`config.mk`:
```
export PLATFORM = sky130hd
export DESIGN_NAME = fp_alu_pipe
export DESIGN_NICKNAME = d
export VERILOG_FILES = /design/src/rtl/fp_alu_pipe.sv
export SDC_FILE = /design/constraint.sdc
export NUM_CORES = 2
export LEC_CHECK = 0
export BUFFER_PORTS_ARGS = -buffer_cell sky130_fd_sc_hd__buf_2
export CAP_MARGIN = 20
export CORE_UTILIZATION = 55
export CTS_BUF_LIST = sky130_fd_sc_hd__clkbuf_4 sky130_fd_sc_hd__clkbuf_8 sky130_fd_sc_hd__clkbuf_16
export DETAILED_ROUTE_END_ITERATION = 12
export PLACE_DENSITY = 0.83
export SYNTH_ARGS = -nofsm -noshare
export SYNTH_HDL_FRONTEND = slang
export SYNTH_SLANG_ARGS = --single-unit
```
`constraint.sdc`:
```
create_clock -name clk -period 9.4 [get_ports clk]
set_input_delay 0.94 -clock clk [delete_from_list [all_inputs] [get_ports clk]]
set_output_delay 0.94 -clock clk [all_outputs]
set_load 0.05 [all_outputs]
```
`src/rtl/fp_alu_pipe.sv`:
```
// rtl/fp_alu_pipe.sv - three-stage pipelined FP add/sub/mul, round-to-nearest-even, with exception flags
module fp_alu_pipe #(
  parameter int EXP_W = 8,
  parameter int MAN_W = 23,
  parameter int XLEN  = EXP_W + MAN_W + 1
) (
  input  logic            clk,
  input  logic            rst,
  input  logic            in_valid,
  output logic            in_ready,
  input  logic [XLEN-1:0] in1,
  input  logic [XLEN-1:0] in2,
  input  logic [1:0]      op,
  output logic            out_valid,
  input  logic            out_ready,
  output logic [XLEN-1:0] result,
  output logic            overflow,
  output logic            underflow,
  output logic            invalid,
  output logic            zero
);

  localparam int M   = MAN_W + 1;
  localparam int W   = MAN_W + 4;
  localparam int PW  = 2 * M;
  localparam int LZW = $clog2(W + 2);
  localparam int EW2 = EXP_W + LZW + 2;

  localparam logic [XLEN-1:0]       QNAN     = {1'b0, {EXP_W{1'b1}}, 1'b1, {(MAN_W-1){1'b0}}};
  localparam logic [EXP_W-1:0]      DIFF_MAX = EXP_W'(MAN_W + 3);
  localparam logic signed [EW2-1:0] BIAS     = EW2'((1 << (EXP_W - 1)) - 1);
  localparam logic signed [EW2-1:0] EMAX     = EW2'((1 << EXP_W) - 1);
  localparam logic signed [EW2-1:0] ONE      = EW2'(1);
  localparam logic signed [EW2-1:0] EZERO    = '0;

  logic adv;
  assign adv      = !(out_valid && !out_ready);
  assign in_ready = adv;

  // ---------------- stage 1: unpack / classify / swap ----------------
  logic             a_s, b_s, b_se, mul_s, is_mul;
  logic [EXP_W-1:0] a_e, b_e;
  logic [MAN_W-1:0] a_f, b_f;
  logic             a_zero, b_zero, a_inf, b_inf, a_nan, b_nan, swap;
  logic [M-1:0]     a_m, b_m;

  assign a_s    = in1[XLEN-1];
  assign b_s    = in2[XLEN-1];
  assign a_e    = in1[XLEN-2 -: EXP_W];
  assign b_e    = in2[XLEN-2 -: EXP_W];
  assign a_f    = in1[MAN_W-1:0];
  assign b_f    = in2[MAN_W-1:0];
  assign is_mul = (op == 2'b10);
  assign b_se   = b_s ^ (op == 2'b01);
  assign mul_s  = a_s ^ b_s;

  assign a_zero = (a_e == '0);
  assign b_zero = (b_e == '0);
  assign a_inf  = (a_e == '1) && (a_f == '0);
  assign b_inf  = (b_e == '1) && (b_f == '0);
  assign a_nan  = (a_e == '1) && (a_f != '0);
  assign b_nan  = (b_e == '1) && (b_f != '0);
  // Subnormals lose their fraction here, so they behave as signed zeros downstream.
  assign a_m    = a_zero ? '0 : {1'b1, a_f};
  assign b_m    = b_zero ? '0 : {1'b1, b_f};
  assign swap   = !is_mul && ({b_e, b_m} > {a_e, a_m});

  logic             sp, sp_inv, hi_s;
  logic [XLEN-1:0]  sp_res;
  logic [EXP_W-1:0] hi_e, lo_e;
  logic [M-1:0]     hi_m, lo_m;

  always_comb begin
    sp     = 1'b0;
    sp_inv = 1'b0;
    sp_res = '0;
    if (a_nan || b_nan) begin
      sp = 1'b1; sp_inv = 1'b1; sp_res = QNAN;
    end else if (is_mul) begin
      if ((a_inf && b_zero) || (b_inf && a_zero)) begin
        sp = 1'b1; sp_inv = 1'b1; sp_res = QNAN;
      end else if (a_inf || b_inf) begin
        sp = 1'b1; sp_res = {mul_s, {EXP_W{1'b1}}, {MAN_W{1'b0}}};
      end else if (a_zero || b_zero) begin
        sp = 1'b1; sp_res = {mul_s, {(XLEN-1){1'b0}}};
      end
    end else if (a_inf && b_inf) begin
      sp = 1'b1;
      if (a_s != b_se) begin
        sp_inv = 1'b1; sp_res = QNAN;
      end else begin
        sp_res = {a_s, {EXP_W{1'b1}}, {MAN_W{1'b0}}};
      end
    end else if (a_inf) begin
      sp = 1'b1; sp_res = {a_s, {EXP_W{1'b1}}, {MAN_W{1'b0}}};
    end else if (b_inf) begin
      sp = 1'b1; sp_res = {b_se, {EXP_W{1'b1}}, {MAN_W{1'b0}}};
    end
  end

  always_comb begin
    if (swap) begin
      hi_s = b_se; hi_e = b_e; hi_m = b_m; lo_e = a_e; lo_m = a_m;
    end else begin
      hi_s = a_s;  hi_e = a_e; hi_m = a_m; lo_e = b_e; lo_m = b_m;
    end
  end

  logic             v1, s1_sp, s1_sp_inv, s1_mul, s1_sign, s1_eff_sub;
  logic [XLEN-1:0]  s1_sp_res;
  logic [EXP_W-1:0] s1_e_hi, s1_e_lo, s1_diff;
  logic [M-1:0]     s1_m_hi, s1_m_lo;

  always_ff @(posedge clk or posedge rst) begin
    if (rst) begin
      v1 <= 1'b0; s1_sp <= 1'b0; s1_sp_inv <= 1'b0; s1_sp_res <= '0;
      s1_mul <= 1'b0; s1_sign <= 1'b0; s1_eff_sub <= 1'b0;
      s1_e_hi <= '0; s1_e_lo <= '0; s1_diff <= '0; s1_m_hi <= '0; s1_m_lo <= '0;
    end else if (adv) begin
      v1         <= in_valid;
      s1_sp      <= sp;
      s1_sp_inv  <= sp_inv;
      s1_sp_res  <= sp_res;
      s1_mul     <= is_mul;
      s1_sign    <= is_mul ? mul_s : hi_s;
      s1_eff_sub <= !is_mul && (a_s != b_se);
      s1_e_hi    <= hi_e;
      s1_e_lo    <= lo_e;
      s1_diff    <= hi_e - lo_e;
      s1_m_hi    <= hi_m;
      s1_m_lo    <= lo_m;
    end
  end

  // ---------------- stage 2: align+add / multiply ----------------
  logic [W-1:0]            ext_hi, ext_lo, lost, aligned;
  logic [W:0]              sum2;
  logic [PW-1:0]           prod2;
  logic signed [EW2-1:0]   e_hi_x, e_lo_x, exp2;

  assign ext_hi = {s1_m_hi, 3'b000};
  assign ext_lo = {s1_m_lo, 3'b000};
  assign lost   = ext_lo & ~({W{1'b1}} << s1_diff);
  // Bit 0 of the aligned operand doubles as the sticky bit for everything shifted past it.
  assign aligned = (s1_diff > DIFF_MAX) ? {{(W-1){1'b0}}, |s1_m_lo}
                                        : ((ext_lo >> s1_diff) | {{(W-1){1'b0}}, |lost});
  assign sum2   = s1_eff_sub ? ({1'b0, ext_hi} - {1'b0, aligned})
                             : ({1'b0, ext_hi} + {1'b0, aligned});
  assign prod2  = PW'(s1_m_hi) * PW'(s1_m_lo);
  assign e_hi_x = EW2'(s1_e_hi);
  assign e_lo_x = EW2'(s1_e_lo);
  assign exp2   = s1_mul ? (e_hi_x + e_lo_x - BIAS) : e_hi_x;

  logic                  v2, s2_sp, s2_sp_inv, s2_mul, s2_sign, s2_eff_sub;
  logic [XLEN-1:0]       s2_sp_res;
  logic signed [EW2-1:0] s2_exp;
  logic [W:0]            s2_sum;
  logic [PW-1:0]         s2_prod;

  always_ff @(posedge clk or posedge rst) begin
    if (rst) begin
      v2 <= 1'b0; s2_sp <= 1'b0; s2_sp_inv <= 1'b0; s2_sp_res <= '0;
      s2_mul <= 1'b0; s2_sign <= 1'b0; s2_eff_sub <= 1'b0;
      s2_exp <= '0; s2_sum <= '0; s2_prod <= '0;
    end else if (adv) begin
      v2         <= v1;
      s2_sp      <= s1_sp;
      s2_sp_inv  <= s1_sp_inv;
      s2_sp_res  <= s1_sp_res;
      s2_mul     <= s1_mul;
      s2_sign    <= s1_sign;
      s2_eff_sub <= s1_eff_sub;
      s2_exp     <= exp2;
      s2_sum     <= sum2;
      s2_prod    <= prod2;
    end
  end

  // ---------------- stage 3: normalise / round / pack ----------------
  logic [LZW-1:0]        lz;
  logic [W:0]            sn;
  logic signed [EW2-1:0] lz_x, e_pre, e_r;
  logic [M-1:0]          mant;
  logic [M:0]            mant_r;
  logic [MAN_W-1:0]      frac_r;
  logic                  g_bit, st_bit, rnd;

  always_comb begin
    lz = LZW'(W + 1);
    for (int i = 0; i <= W; i++) begin
      if (s2_sum[i]) lz = LZW'(W - i);
    end
  end

  assign sn   = s2_sum << lz;
  assign lz_x = EW2'(lz);

  always_comb begin
    if (s2_mul) begin
      if (s2_prod[PW-1]) begin
        mant = s2_prod[PW-1:M]; g_bit = s2_prod[M-1]; st_bit = |s2_prod[M-2:0];
        e_pre = s2_exp + ONE;
      end else begin
        mant = s2_prod[PW-2:M-1]; g_bit = s2_prod[M-2]; st_bit = |s2_prod[M-3:0];
        e_pre = s2_exp;
      end
    end else begin
      mant = sn[W:4]; g_bit = sn[3]; st_bit = |sn[2:0];
      e_pre = s2_exp + ONE - lz_x;
    end
  end

  assign rnd    = g_bit && (st_bit || mant[0]);
  assign mant_r = {1'b0, mant} + {{M{1'b0}}, rnd};
  assign frac_r = mant_r[M] ? mant_r[MAN_W:1] : mant_r[MAN_W-1:0];
  assign e_r    = e_pre + (mant_r[M] ? ONE : EZERO);

  logic [XLEN-1:0] r_res;
  logic            r_ovf, r_unf, r_inv;

  always_comb begin
    r_res = '0;
    r_ovf = 1'b0;
    r_unf = 1'b0;
    r_inv = 1'b0;
    if (s2_sp) begin
      r_res = s2_sp_res;
      r_inv = s2_sp_inv;
    end else if (!s2_mul && (s2_sum == '0)) begin
      // Exact cancellation is +0; like-signed zeros keep their sign.
      r_res = {s2_sign && !s2_eff_sub, {(XLEN-1){1'b0}}};
    end else if (e_r >= EMAX) begin
      r_res = {s2_sign, {EXP_W{1'b1}}, {MAN_W{1'b0}}};
      r_ovf = 1'b1;
    end else if (e_r <= EZERO) begin
      r_res = {s2_sign, {(XLEN-1){1'b0}}};
      r_unf = 1'b1;
    end else begin
      r_res = {s2_sign, e_r[EXP_W-1:0], frac_r};
    end
  end

  always_ff @(posedge clk or posedge rst) begin
    if (rst) begin
      out_valid <= 1'b0; result <= '0;
      overflow <= 1'b0; underflow <= 1'b0; invalid <= 1'b0; zero <= 1'b0;
    end else if (adv) begin
      out_valid <= v2;
      if (v2) begin
        result    <= r_res;
        overflow  <= r_ovf;
        underflow <= r_unf;
        invalid   <= r_inv;
        zero      <= (r_res[XLEN-2:0] == '0);
      end else begin
        result <= '0;
        overflow <= 1'b0; underflow <= 1'b0; invalid <= 1'b0; zero <= 1'b0;
      end
    end
  end

endmodule

```
==> metrics.cfg <==
[sta]
clock.fmax_ghz = 0.115
finalWorstSetupSlack_ns = 0.714
period_needed_ns = 8.69
slew_violations = 0
min_period_over_period_pct = 92.4
rsz0062_at_grt = false
setup_violations = 0
skew_ns = 0.0325
finalHoldViolations = 0
tns_ns = 0
slew-limit-headroom_pct = 14.2
whs_ns = 0.461
tightestPinTransition_ns = 1.27

[worst_setup_path]
worstSetupPathType = reg2reg
r2r-start = s1_m_lo[6]$_DFFE_PP0N_
reg2reg_slack_ns = 0.71
crit_start = s1_m_lo[6]$_DFFE_PP0N_
r2r-end = s2_prod[36]$_DFFE_PP0N_
worstRegToRegCells = 26
cp_max_fo = 25
start_kind = flip-flop
cp.required_ns = 9.82
crit_end = s2_prod[36]$_DFFE_PP0N_
arrival_ns = 9.11
crit_path_end_kind = flip-flop

[die]
die_area_sq_mm = 0.0684
io_pins = 108
initial_core_util_pct = 55.9
dieHeight_um = 262
fp.dieW_um = 262
core_area_sq_mm = 0.0662
rows = 94

[layout]
fillCellCount = 5614
fin_cells = 5317
antenna_cells = 0
regArea_sq_mm = 0.00528
layout_common_cells = 743 x nand2_1, 586 x inv_1, 485 x fa_1, 283 x ha_1, 256 x a21oi_1
multi_input_area_sq_mm = 0.0284
final_common_cell = nand2_1
syn_to_final_growth_pct = 5.61
nNetsFinal = 5272
drive_above_1_share_pct = 7.16

[logic_synthesis]
ys_seq_area_share_pct = 14.3
syn_inst = 4505
synth_flop_cell = dfrtp_1
syn_area_sq_mm = 0.0370
synth_area_leader_cell = fa_1
synthTopCellsByArea = fa_1 26%, dfrtp_1 14%, ha_1 9.6%
async_flop_share_pct = 100
ys_ff_latch = 211
yosysUniqueCellTypes = 102
synth_nets = 5343
synth_top_cell_area_share_pct = 26.2
syn_avg_cell_area_sq_um = 8.22
synth_edf_count = 0
synth_warnings = 0

[clocking]
postCtsHoldBufs = 0
htree_levels = 1
cts_setup_buffers = 0
numCtsBuffers = 26
ctsResizeCount = 0
max-clock-path-buffers = 3
clk_pin_slew_ns = 0.06
root_buffer = clkbuf_16
clkLatencyLatePin_ns = 0.59
cts.sinks = 211
cts_tree = done

[detailed_routing]
routed-via-count = 32740
drt-initial-drc-count = 3407
vias_per_cell = 6.16
wl_mm = 111
ant_nets = 0
wl_per_cell_um = 20.8
drcViolationCount = 0
firstDrtPassIters = 6

[worst_hold_path]
hp-class = reg2reg

[place]
place_ws_ns = 0.929
portBuffers = 107
place_congestion = 0.999
dp_hpwl_mm = 86.9
dp_cells = 5268

[outcome]
status = completed

[global_routing]
antenna_found_initial = 3
grt_pass1_vias = 32466
grt.total_usage_pct = 32.8
gr-total-overflow = 0
grt_max_degree = 140
grt_pass1_wl_mm = 177

[flow_run]
maxCapViolations = 0

==> registers in the layout (all words and copies together) (netlist names), 3 cells and up <==
register and flops:
s1_sp_res 3, s1_diff 8, s1_e_lo 8, s2_exp 10
result 32, s1_m_lo 24, s2_sum 28, s2_prod 48
s1_e_hi 8, s2_sp_res 3, s1_m_hi 24
==> worst max-delay path: stages (launching register included) <==
cell	delay, ns
dfrtp_1	1.08
nand2_1	0.19
fa_1	0.59
inv_1	0.05
fa_1	0.51
fa_1	0.44
fa_1	0.50
fa_1	0.54
inv_1	0.05
fa_1	0.48
inv_1	0.05
fa_1	0.45
ha_1	0.35
a21o_1	0.21
a211oi_1	0.45
nand3_1	0.14
a21oi_1	0.21
o21ai_0	0.12
a221oi_1	0.40
a21oi_1	0.16
a41oi_1	0.61
a21oi_1	0.17
o21ai_0	0.28
nand2b_1	0.09
a21oi_1	0.17
xor2_1	0.15
o21ai_0	0.09
==> cells in the mapped netlist, types with 64 or more instances <==
library cell  count
dfrtp_1         211
nor2_1          249
ha_1            283
and2_1          221
a21oi_1         256
o21ai_0         233
inv_1           587
clkbuf_1        242
nand3_1          64
fa_1            485
mux2i_1          85
nand2_1         744
==> area by class of cell <==
| type | instances | share of cell area (%) |
|---|---|---|
| clock buffer | 38 | 2.07 |
| clock inverter | 9 | 0.329 |
| inverter | 593 | 5.73 |
| multi-input combinational | 3421 | 72.7 |
| sequential | 211 | 13.5 |
| tap | 864 | 2.76 |
| timing repair buffer | 181 | 2.89 |
==> metrics by stage <==
step / cell area [sq um] / utilization (%)
after floorplan: 37000 / -
after global placement: 38100 / 57.6
after detailed placement: 38100 / 57.6
after CTS: 39100 / 59.0
after global routing: 39100 / 59.1
final: 39100 / 59.1
==> how the worst min path moves through the flow <==
stage,start,end,cells past startpoint
detailed placement,s2_sign$_DFFE_PP0N_,s2_sign$_DFFE_PP0N_,2
CTS,s2_sign$_DFFE_PP0N_,s2_sign$_DFFE_PP0N_,2
floorplan,s2_prod[4]$_DFFE_PP0N_,s2_prod[4]$_DFFE_PP0N_,2
global placement,s2_sign$_DFFE_PP0N_,s2_sign$_DFFE_PP0N_,2
finish,s2_prod[4]$_DFFE_PP0N_,s2_prod[4]$_DFFE_PP0N_,2
global route,s2_sign$_DFFE_PP0N_,s2_sign$_DFFE_PP0N_,2
==> logic make-up (layout without fill, tap and decap cells) <==
family          after synthesis  count (layout)  share of synthesized area (%)
flops                       211             211                           14.3
mux                         130             130                           4.25
compound gates              850             850                           14.5
buf+inv                     873             821                           9.00
xor+xnor                    111             111                           2.62
simple gates               1561            1561                           19.6
fa+ha+maj                   769             769                           35.8
==> metal layers <==
metal,up-vias,share of wire [%],global-route usage (%)
met5,-,0.038,0
met4,6,4.4,12.4
met3,314,10,5.97
met2,1783,46,52.5
met1,16010,40,44.4
li1,14627,-,-
Power is not shown: default switching activity piles up to over one toggle a cycle in this logic, so the estimate is an artifact.
